**config.mk**
```make
export PLATFORM = sky130hd
export DESIGN_NAME = img_frame_packer
export DESIGN_NICKNAME = d
export VERILOG_FILES = /design/src/rtl/img_pkg.sv /design/src/rtl/img_parity_acc.sv /design/src/rtl/img_frame_packer.sv
export SDC_FILE = /design/constraint.sdc
export NUM_CORES = 1
export LEC_CHECK = 0
export ABC_CLOCK_PERIOD_IN_PS = 2150
export BUFFER_PORTS_ARGS = -buffer_cell sky130_fd_sc_hd__buf_4
export CAP_MARGIN = 15
export CORE_MARGIN = 2
export CORE_UTILIZATION = 57
export DETAILED_ROUTE_END_ITERATION = 10
export GPL_TIMING_DRIVEN = 0
export PLACE_DENSITY = 0.79
export SLEW_MARGIN = 20
export SYNTH_ARGS = -nofsm -noshare
export SYNTH_HDL_FRONTEND = slang
export SYNTH_SLANG_ARGS = --single-unit
```
**constraint.sdc**
```tcl
create_clock -name clk -period 2.15 [get_ports clk]
set_input_delay 0.3225 -clock clk [delete_from_list [all_inputs] [get_ports clk]]
set_output_delay 0.3225 -clock clk [all_outputs]
set_load 0.05 [all_outputs]
```
**src/rtl/img_pkg.sv**
```systemverilog
// img_pkg: shared state encoding and trailer layout for the frame packer.
// Imported by img_frame_packer and available to other packer paths.
package img_pkg;

    typedef enum logic [2:0] {
        IDLE,
        DATA,
        PARITY,
        INFO,
        PAD,
        DONE
    } state_t;

    localparam int INFO_WORDS   = 3;
    localparam int DW0_ERR_BIT  = 31;
    localparam int DW0_SEQ_LSB  = 16;
    localparam int DW0_TYPE_LSB = 8;

    function automatic logic [31:0] pack_dw0(
        input logic       err,
        input logic [7:0] seq,
        input logic [1:0] typ
    );
        logic [31:0] w;
        w = '0;
        w[DW0_ERR_BIT] = err;
        w[DW0_SEQ_LSB +: 8] = seq;
        w[DW0_TYPE_LSB +: 2] = typ;
        return w;
    endfunction

endpackage

```
**src/rtl/img_parity_acc.sv**
```systemverilog
// img_parity_acc: W-bit running XOR with synchronous clear and enable.
// clr takes priority over en.
module img_parity_acc #(
    parameter int W = 32
) (
    input  logic         clk,
    input  logic         rst_n,
    input  logic         clr,
    input  logic         en,
    input  logic [W-1:0] din,
    output logic [W-1:0] acc
);

    always_ff @(posedge clk) begin
        if (!rst_n) begin
            acc <= '0;
        end else if (clr) begin
            acc <= '0;
        end else if (en) begin
            acc <= acc ^ din;
        end
    end

endmodule

```
**src/rtl/img_frame_packer.sv**
```systemverilog
// img_frame_packer: frames FRAME_WORDS stream words and appends a
// parity/info/zero trailer toward the DDR write FIFO.
module img_frame_packer
    import img_pkg::*;
#(
    parameter int DATA_W      = 32,
    parameter int FRAME_WORDS = 262144,
    parameter int PAD_WORDS   = 256,
    parameter int CNT_W       = $clog2(FRAME_WORDS + 1)
) (
    input  logic              clk,
    input  logic              rst_n,
    input  logic [DATA_W-1:0] s_data,
    input  logic              s_valid,
    input  logic              frame_start,
    input  logic [1:0]        frame_type_i,
    input  logic              wr_en,
    input  logic [3:0]        type_mask,
    input  logic              ovf_clr,
    output logic [DATA_W-1:0] fifo_wrdata,
    output logic              fifo_wren,
    input  logic              fifo_full,
    output logic              frame_done,
    output logic [1:0]        frame_type_o,
    output logic              frame_err,
    output logic [7:0]        frame_seq,
    output logic              overflow_sticky
);

    localparam int TRL_W = $clog2(PAD_WORDS + 1);
    localparam int ZPAD  = PAD_WORDS - 1 - INFO_WORDS;

    logic [DATA_W-1:0] s_data_q;
    logic              s_valid_q;
    logic              start_q;
    logic              start_qq;
    logic [1:0]        type_q;
    logic              wr_en_q;
    logic [3:0]        mask_q;

    state_t            state;
    state_t            state_nxt;
    logic [CNT_W-1:0]  cnt;
    logic [CNT_W-1:0]  drop_cnt;
    logic [TRL_W-1:0]  trl_cnt;
    logic              store_en;
    logic              err;
    logic [DATA_W-1:0] acc;
    logic [31:0]       info_w;
    logic [DATA_W-1:0] wrdata_nxt;
    logic              wren_nxt;
    logic              store;
    logic              start_rise;
    logic              last_data;
    logic              drop;
    logic              arm;

    always_ff @(posedge clk) begin
        if (!rst_n) begin
            s_data_q  <= '0;
            s_valid_q <= 1'b0;
            start_q   <= 1'b0;
            start_qq  <= 1'b0;
            type_q    <= '0;
            wr_en_q   <= 1'b0;
            mask_q    <= '0;
        end else begin
            s_data_q  <= s_data;
            s_valid_q <= s_valid;
            start_q   <= frame_start;
            start_qq  <= start_q;
            type_q    <= frame_type_i;
            wr_en_q   <= wr_en;
            mask_q    <= type_mask;
        end
    end

    assign start_rise = start_q & ~start_qq;
    assign arm        = (state == IDLE) & start_rise;
    assign last_data  = (cnt == CNT_W'(FRAME_WORDS - 1));
    assign drop       = (state == DATA) & s_valid_q & fifo_full;
    // wr_en_q gates writes in the same cycle it drops
    assign store      = store_en & wr_en_q;

    img_parity_acc #(
        .W(DATA_W)
    ) u_parity (
        .clk  (clk),
        .rst_n(rst_n),
        .clr  (arm),
        .en   ((state == DATA) & s_valid_q),
        .din  (s_data_q),
        .acc  (acc)
    );

    always_comb begin
        info_w = '0;
        unique case (1'b1)
            trl_cnt == TRL_W'(0): info_w = pack_dw0(err, frame_seq, frame_type_o);
            trl_cnt == TRL_W'(1): info_w = 32'(FRAME_WORDS);
            default:              info_w = 32'(drop_cnt);
        endcase
    end

    always_ff @(posedge clk) begin
        if (!rst_n) begin
            state <= IDLE;
        end else begin
            state <= state_nxt;
        end
    end

    always_comb begin
        state_nxt  = state;
        wren_nxt   = 1'b0;
        wrdata_nxt = '0;
        unique case (state)
            IDLE: begin
                if (start_rise) state_nxt = DATA;
            end
            DATA: begin
                wrdata_nxt = s_data_q;
                wren_nxt   = store & s_valid_q & ~fifo_full;
                if (s_valid_q && last_data) state_nxt = PARITY;
            end
            PARITY: begin
                wrdata_nxt = acc;
                wren_nxt   = store & ~fifo_full;
                if (!fifo_full) state_nxt = INFO;
            end
            INFO: begin
                wrdata_nxt = DATA_W'(info_w);
                wren_nxt   = store & ~fifo_full;
                if (!fifo_full && trl_cnt == TRL_W'(INFO_WORDS - 1))
                    state_nxt = (ZPAD == 0) ? DONE : PAD;
            end
            PAD: begin
                wren_nxt = store & ~fifo_full;
                if (!fifo_full && trl_cnt == TRL_W'(ZPAD - 1))
                    state_nxt = DONE;
            end
            DONE: state_nxt = IDLE;
            default: state_nxt = IDLE;
        endcase
    end

    always_ff @(posedge clk) begin
        if (!rst_n) begin
            fifo_wrdata     <= '0;
            fifo_wren       <= 1'b0;
            frame_done      <= 1'b0;
            frame_err       <= 1'b0;
            frame_type_o    <= '0;
            frame_seq       <= '0;
            overflow_sticky <= 1'b0;
            cnt             <= '0;
            drop_cnt        <= '0;
            trl_cnt         <= '0;
            store_en        <= 1'b0;
            err             <= 1'b0;
        end else begin
            fifo_wrdata <= wrdata_nxt;
            fifo_wren   <= wren_nxt;
            frame_done  <= (state == DONE);
            frame_err   <= (state == DONE) & err;
            if (arm) begin
                frame_type_o <= type_q;
                frame_seq    <= frame_seq + 8'd1;
                err          <= 1'b0;
                drop_cnt     <= '0;
                cnt          <= '0;
                store_en     <= wr_en_q & mask_q[type_q];
            end else begin
                if (!wr_en_q) store_en <= 1'b0;
                if (drop) begin
                    err      <= 1'b1;
                    drop_cnt <= drop_cnt + CNT_W'(1);
                end
                if (state == DATA && s_valid_q)
                    cnt <= last_data ? '0 : cnt + CNT_W'(1);
            end
            if ((state == INFO || state == PAD) && !fifo_full)
                trl_cnt <= (state_nxt != state) ? '0 : trl_cnt + TRL_W'(1);
            else if (state != INFO && state != PAD)
                trl_cnt <= '0;
            if (ovf_clr) overflow_sticky <= 1'b0;
            else if (drop) overflow_sticky <= 1'b1;
        end
    end

endmodule

```
Word-level counts from Yosys, hierarchy flattened. Cells that the tools add are included.

Input bits: 45. Logic and storage cells: 84. Output and inout port bits: 46. Register bits after elaboration: 172.

Reduce and logical (&&, ||, !) cells: 14. Bitwise operators: 14. Equality and inequality tests: 13. Magnitude comparators: 1. Add/sub/neg operators: 4. Muxes and demuxes: 17.

Operator list (count): $pmux W32 S3 (1); $pmux W32 S2 (1); $add A19 B1 Y19 const B (2); $xor A32 B32 Y32 (1); $mux W9 (3); $eq A19 B18 Y1 const B (1); $mux W19 (1); $mux W3 (5); $pmux W3 S5 (1); $and A1 B1 Y1 (10); $add A9 B1 Y9 const B (1); $eq A9 B1 Y1 const B (1); $eq A9 B2 Y1 const B (1); $eq A9 B8 Y1 const B (1); $logic_not A9 Y1 (1); $add A8 B1 Y8 const B (1); $eq A3 B2 Y1 const B (2); $eq A3 B3 Y1 const B (2); $logic_and A1 B1 Y1 (6); $reduce_or A2 Y1 (2); $eq A3 B1 Y1 const B (1); $logic_not A3 Y1 (1); $lt A2 B3 Y1 const B (1); $mux W1 (3); 11 further kinds (13).

Logic depth before layout (Yosys ltp).
Depth after elaboration: 7. Mapped depth: 7. Mapped depth without buffers: 6.

Hierarchy. Synthesis repeated with hierarchy kept, for this count alone.

Cells, all modules: 707. Area total of the unflattened synthesis: 6935.4 sq um.

Modules (own cells, without submodules): img_frame_packer (cells an instance 568, seq. area each 2802.7 sq um, area an instance 5372.7 sq um, times used 1); img_parity_acc (cells an instance 139, seq. area each 640.6 sq um, area an instance 1562.7 sq um, times used 1).

Least setup slack after synthesis. No wires, ideal clock.

Path kind: reg2reg. Start point: register state[1]. End point: register cnt[12]. Data arrival time: 1.749 ns. Cell stages (with the launch flop): 8. Period minus slack after synthesis: 1.863 ns. Required time: 2.035 ns. Slack: 0.287 ns. Setup time: 0.115 ns. Path buffers: 2. Cell sequence: dfxtp_1 -> buf_2 -> and4bb_2 -> nand3_2 -> or4_1 -> nand2_1 -> buf_4 -> nor2_1.

Word-level cells in the longest chain between the ends: 3. Elaborated cells between the ends (all ways): 5. Classes of those cells: 1 x eq/ne; 1 x bitwise; 3 x reduce/logical.

Ends and longest elaborated chain: start, declared (line img_frame_packer.sv:41) `state_t state;`; start signal, assigned (line img_frame_packer.sv:109) `state <= state_nxt;`; $logic_not A3 Y1 (line img_frame_packer.sv:79) `assign arm = (state == IDLE) & start_rise;`; $and A1 B1 Y1 (line img_frame_packer.sv:79); $reduce_or A2 Y1 (no source line); end signal, assigned (line img_frame_packer.sv:180) `cnt <= last_data ? '0 : cnt + CNT_W'(1);`; end, declared (line img_frame_packer.sv:43) `logic [CNT_W-1:0] cnt;`.

Several ways; a longest one is shown, not always the timed one. A chain may end at the register's enable or synchronous reset.

Worst setup path in the final report.
Start point: register state[1]. End point: register cnt[17].

The elaborated chain is that of the path after synthesis.

==> summary.md <==
| Metric | Value |
|---|---|
| Avg Vias per Cell | `5.599` |
| First-pass GRT wire length | `26.14 mm` |
| Top FF cell, synth | `dfxtp_1` |
| Peak supply drop | `0.0006575 V` |
| Hold_buf cts | `0` |
| Pre-CTS setup slack | `-0.2553 ns` |
| DRC | `0` |
| Final period util | `96.06%` |
| Depth of the worst register-to-register path | `7` |
| Total power | `6.679 mW` |
| Pleak | `3.162 nW` |
| Htree depth | `4` |
| Core area | `11,420 µm²` |
| Die Span X | `112.1 µm` |
| Gp weighted congestion | `0.8914` |
| Filler Cell Count | `844` |
| Max Cap Viol | `0` |
| Hold_sp | `ovf_clr` |
| Final-report max-slew violation count | `0` |
| F_max | `0.4842 GHz` |
| Worst hold path depth | `2` |
| CTS buffer count | `17` |
| Reg2Reg Setup Slack | `0.08 ns` |
| CTS tree | `done` |
| Ant diodes | `0` |
| Layout cells sized above 1 | `19.52%` |
| Slowest cell on crit path | `or4_4` |
| Final net count | `869` |
| Commonest non-fill, non-tap cell in the layout | `dfxtp_1` |
| Sequential area share after synthesis | `51.69%` |
| Yosys warns | `0` |
| DRT met1 WL | `6.729 mm` |
| Total GRT Usage | `26.44%` |
| Post-synthesis cell type count | `54` |
| Final-report hold violation count | `0` |
| Setup WS post-layout | `0.08473 ns` |
| CTS Sinks | `172` |
| Worst R2R Start | `state[1]$_SDFF_PN0_` |
| Max Used Layer | `met4` |
| Num rows | `39` |
| R2r endpoint | `cnt[17]$_SDFFE_PP0P_` |
| Non-Filler Instances | `973` |
| Grt total ovfl | `0` |
| Placed insts | `937` |
| Relative max-transition margin | `59.36%` |
| Multi-input gate area | `3044 µm²` |
| Seq cells post-synth | `172` |
| Syn_nets | `756` |
| Initial antenna violation count | `0` |
| CTS root buf | `clkbuf_16` |
| Pin count of the biggest net entering global routing | `17` |
| Worst-Margin Slew | `0.6096 ns` |
| PortBufs | `90` |
| Final setup viols | `0` |
| Post-synth EDFFs | `0` |
| CP cell instances | `buf_2, and4bb_2, nand3_4, or4_4, nand2_2, buf_4, nor2_1` |
| Most frequent cells in the layout | `171 x dfxtp_1, 108 x nor2_1, 96 x buf_4` |
| Clock slew at reported path FFs | `0.06 ns` |
| Hold Path Class | `in -> reg` |
| Worst setup SP type | `flop` |
| Clk_skew | `0.008485 ns` |
| Delay-heaviest family, CP | `simple AND/OR/NAND/NOR gates` |
| Die Ht | `112.1 µm` |
| Async set-reset flop share out of synthesis | `0%` |
| PwrDens | `814.5 nW/µm²` |
| Crit path DAT | `2.38 ns` |
| Routed Antenna Nets | `0` |
| Worst Path Max Fanout | `10` |
| Syn avg cell area | `9.462 µm²` |
| Critical path's largest stage delay | `0.56 ns` |
| Cells after synthesis | `704` |
| Vias | `5,448` |
| Post-DP HPWL | `11.42 mm` |
| Area grow syn2layout | `23.10%` |
| Metal3 WL | `1.314 mm` |
| Final Util | `71.82%` |
| Final wirelength | `16.66 mm` |
| Worst skew pair latency | `0.43 ns` |
| Mapped Area | `6661 µm²` |
| Die ar. | `12,570 µm²` |
| Status | `finished clean` |
| DRT Pass-1 Iters | `5` |
| Crit path buf inv count | `2` |
| Metal2 WL | `8.160 mm` |
| Vias in the first global route | `5,317` |
| CTS max path bufs | `2` |
| WP data required | `2.46 ns` |
| Ports | `91` |
| Register area | `3445 µm²` |
| Starting Density | `58.34%` |
| Setup Crit Path Kind | `reg -> reg` |
| Initial DRC Count | `596` |
| Element type at the critical path end | `flop` |
| Fin crit period | `2.065 ns` |
| Hold Path Sink | `overflow_sticky$_SDFFE_PP0P_` |
| WL/cell | `17.13 µm` |
power by group:
| part | total [mW] | internal, mW | switching [mW] |
|---|---|---|---|
| registers | 3.28 | 3.24 | 0.0378 |
| clock network | 3.08 | 1.85 | 1.23 |
| logic | 0.315 | 0.136 | 0.178 |
Yosys cell counts (3+ instances only):
| master | count | share of area [%] |
|---|---|---|
| a21o_1 | 3 | 0.34 |
| nor3b_1 | 3 | 0.34 |
| nor3_2 | 3 | 0.45 |
| a22oi_1 | 8 | 0.90 |
| nand4_1 | 8 | 0.75 |
| mux2i_1 | 6 | 0.90 |
| nor3_1 | 8 | 0.60 |
| nand3_1 | 29 | 2.2 |
| xor2_1 | 49 | 6.4 |
| ha_1 | 7 | 1.3 |
| nor2_1 | 110 | 6.2 |
| o21ai_0 | 10 | 0.75 |
| and2_1 | 52 | 4.9 |
| or3_1 | 7 | 0.66 |
| inv_1 | 16 | 0.90 |
| nor4_1 | 6 | 0.56 |
| buf_2 | 8 | 0.60 |
| and3_1 | 6 | 0.56 |
| xnor2_1 | 26 | 3.4 |
| nand2b_1 | 4 | 0.38 |
| clkbuf_1 | 26 | 1.5 |
| a21oi_1 | 13 | 0.98 |
| a222oi_1 | 24 | 3.6 |
| nor2b_1 | 5 | 0.47 |
| nand2_1 | 61 | 3.4 |
| dfxtp_1 | 172 | 52 |
worst max path at each step:
stage,from,to,slack [ns],cells after the start
finish,state[1]$_SDFF_PN0_,cnt[17]$_SDFFE_PP0P_,0.08,7
detailed placement,trl_cnt[0]$_SDFFE_PN0P_,fifo_wrdata[9]$_SDFF_PN0_,-0.26,7
CTS,trl_cnt[2]$_SDFFE_PN0P_,fifo_wrdata[6]$_SDFF_PN0_,0.0002,6
global placement,trl_cnt[0]$_SDFFE_PN0P_,fifo_wrdata[17]$_SDFF_PN0_,-0.18,7
floorplan,state[1]$_SDFF_PN0_,cnt[12]$_SDFFE_PP0P_,0.29,7
global route,cnt[10]$_SDFFE_PP0P_,cnt[17]$_SDFFE_PP0P_,-0.003,6
cell families after synthesis:
family,synth area share (%)
AOI/OAI and AO/OA,7.814
xor gates and xnor gates,9.861
adders and majority gates,1.315
buffers and inverters,3.362
DFF,51.69
muxes,1.240
and+or+nand+nor,24.72
metrics by stage:
| step | TNS [ns] | hold slack [ns] | area (µm²) |
|---|---|---|---|
| 2_1_floorplan | 0 | 0.3986 | 6661 |
| 3_3_place_gp | -1.769 | 0.4400 | 7516 |
| 3_5_place_dp | -3.721 | 0.4511 | 7516 |
| 4_1_cts | 0 | 0.04247 | 8124 |
| 5_1_grt | -0.003404 | 0.05585 | 8200 |
| 6_report | 0 | 0.05941 | 8200 |
area by class of cell:
class                      instances  area share [%]
buffer                            37           2.106
clock buffer                      21           5.493
tap                              143           2.182
clock inverter                    11           1.755
multi-input combinational        479           37.12
inverter                          16          0.7324
sequential                       172           42.00
timing repair buffer              94           8.605
flip-flops by register name (all words and copies together), names as in the netlist, 2 cells and up:
name          cells
trl_cnt           9
u_parity.acc     32
mask_q            4
drop_cnt         19
fifo_wrdata      32
type_q            2
frame_seq         8
s_data_q         32
frame_type_o      2
state             3
cnt              19
layer usage:
layer  global-route usage, %  vias up
met5                       0        -
li1                        -     2602
met4                   12.93        0
met1                   33.00     2562
met2                   43.45      248
met3                   5.940       36
repair_timing:
item	in CTS	in global routing
buffers inserted	0	4
cloned	0	0
resized for setup	8	13
pin swaps	1	1
endpoints found under the setup margin	57	74
No activity file was read; power rests on OpenSTA's default activity.
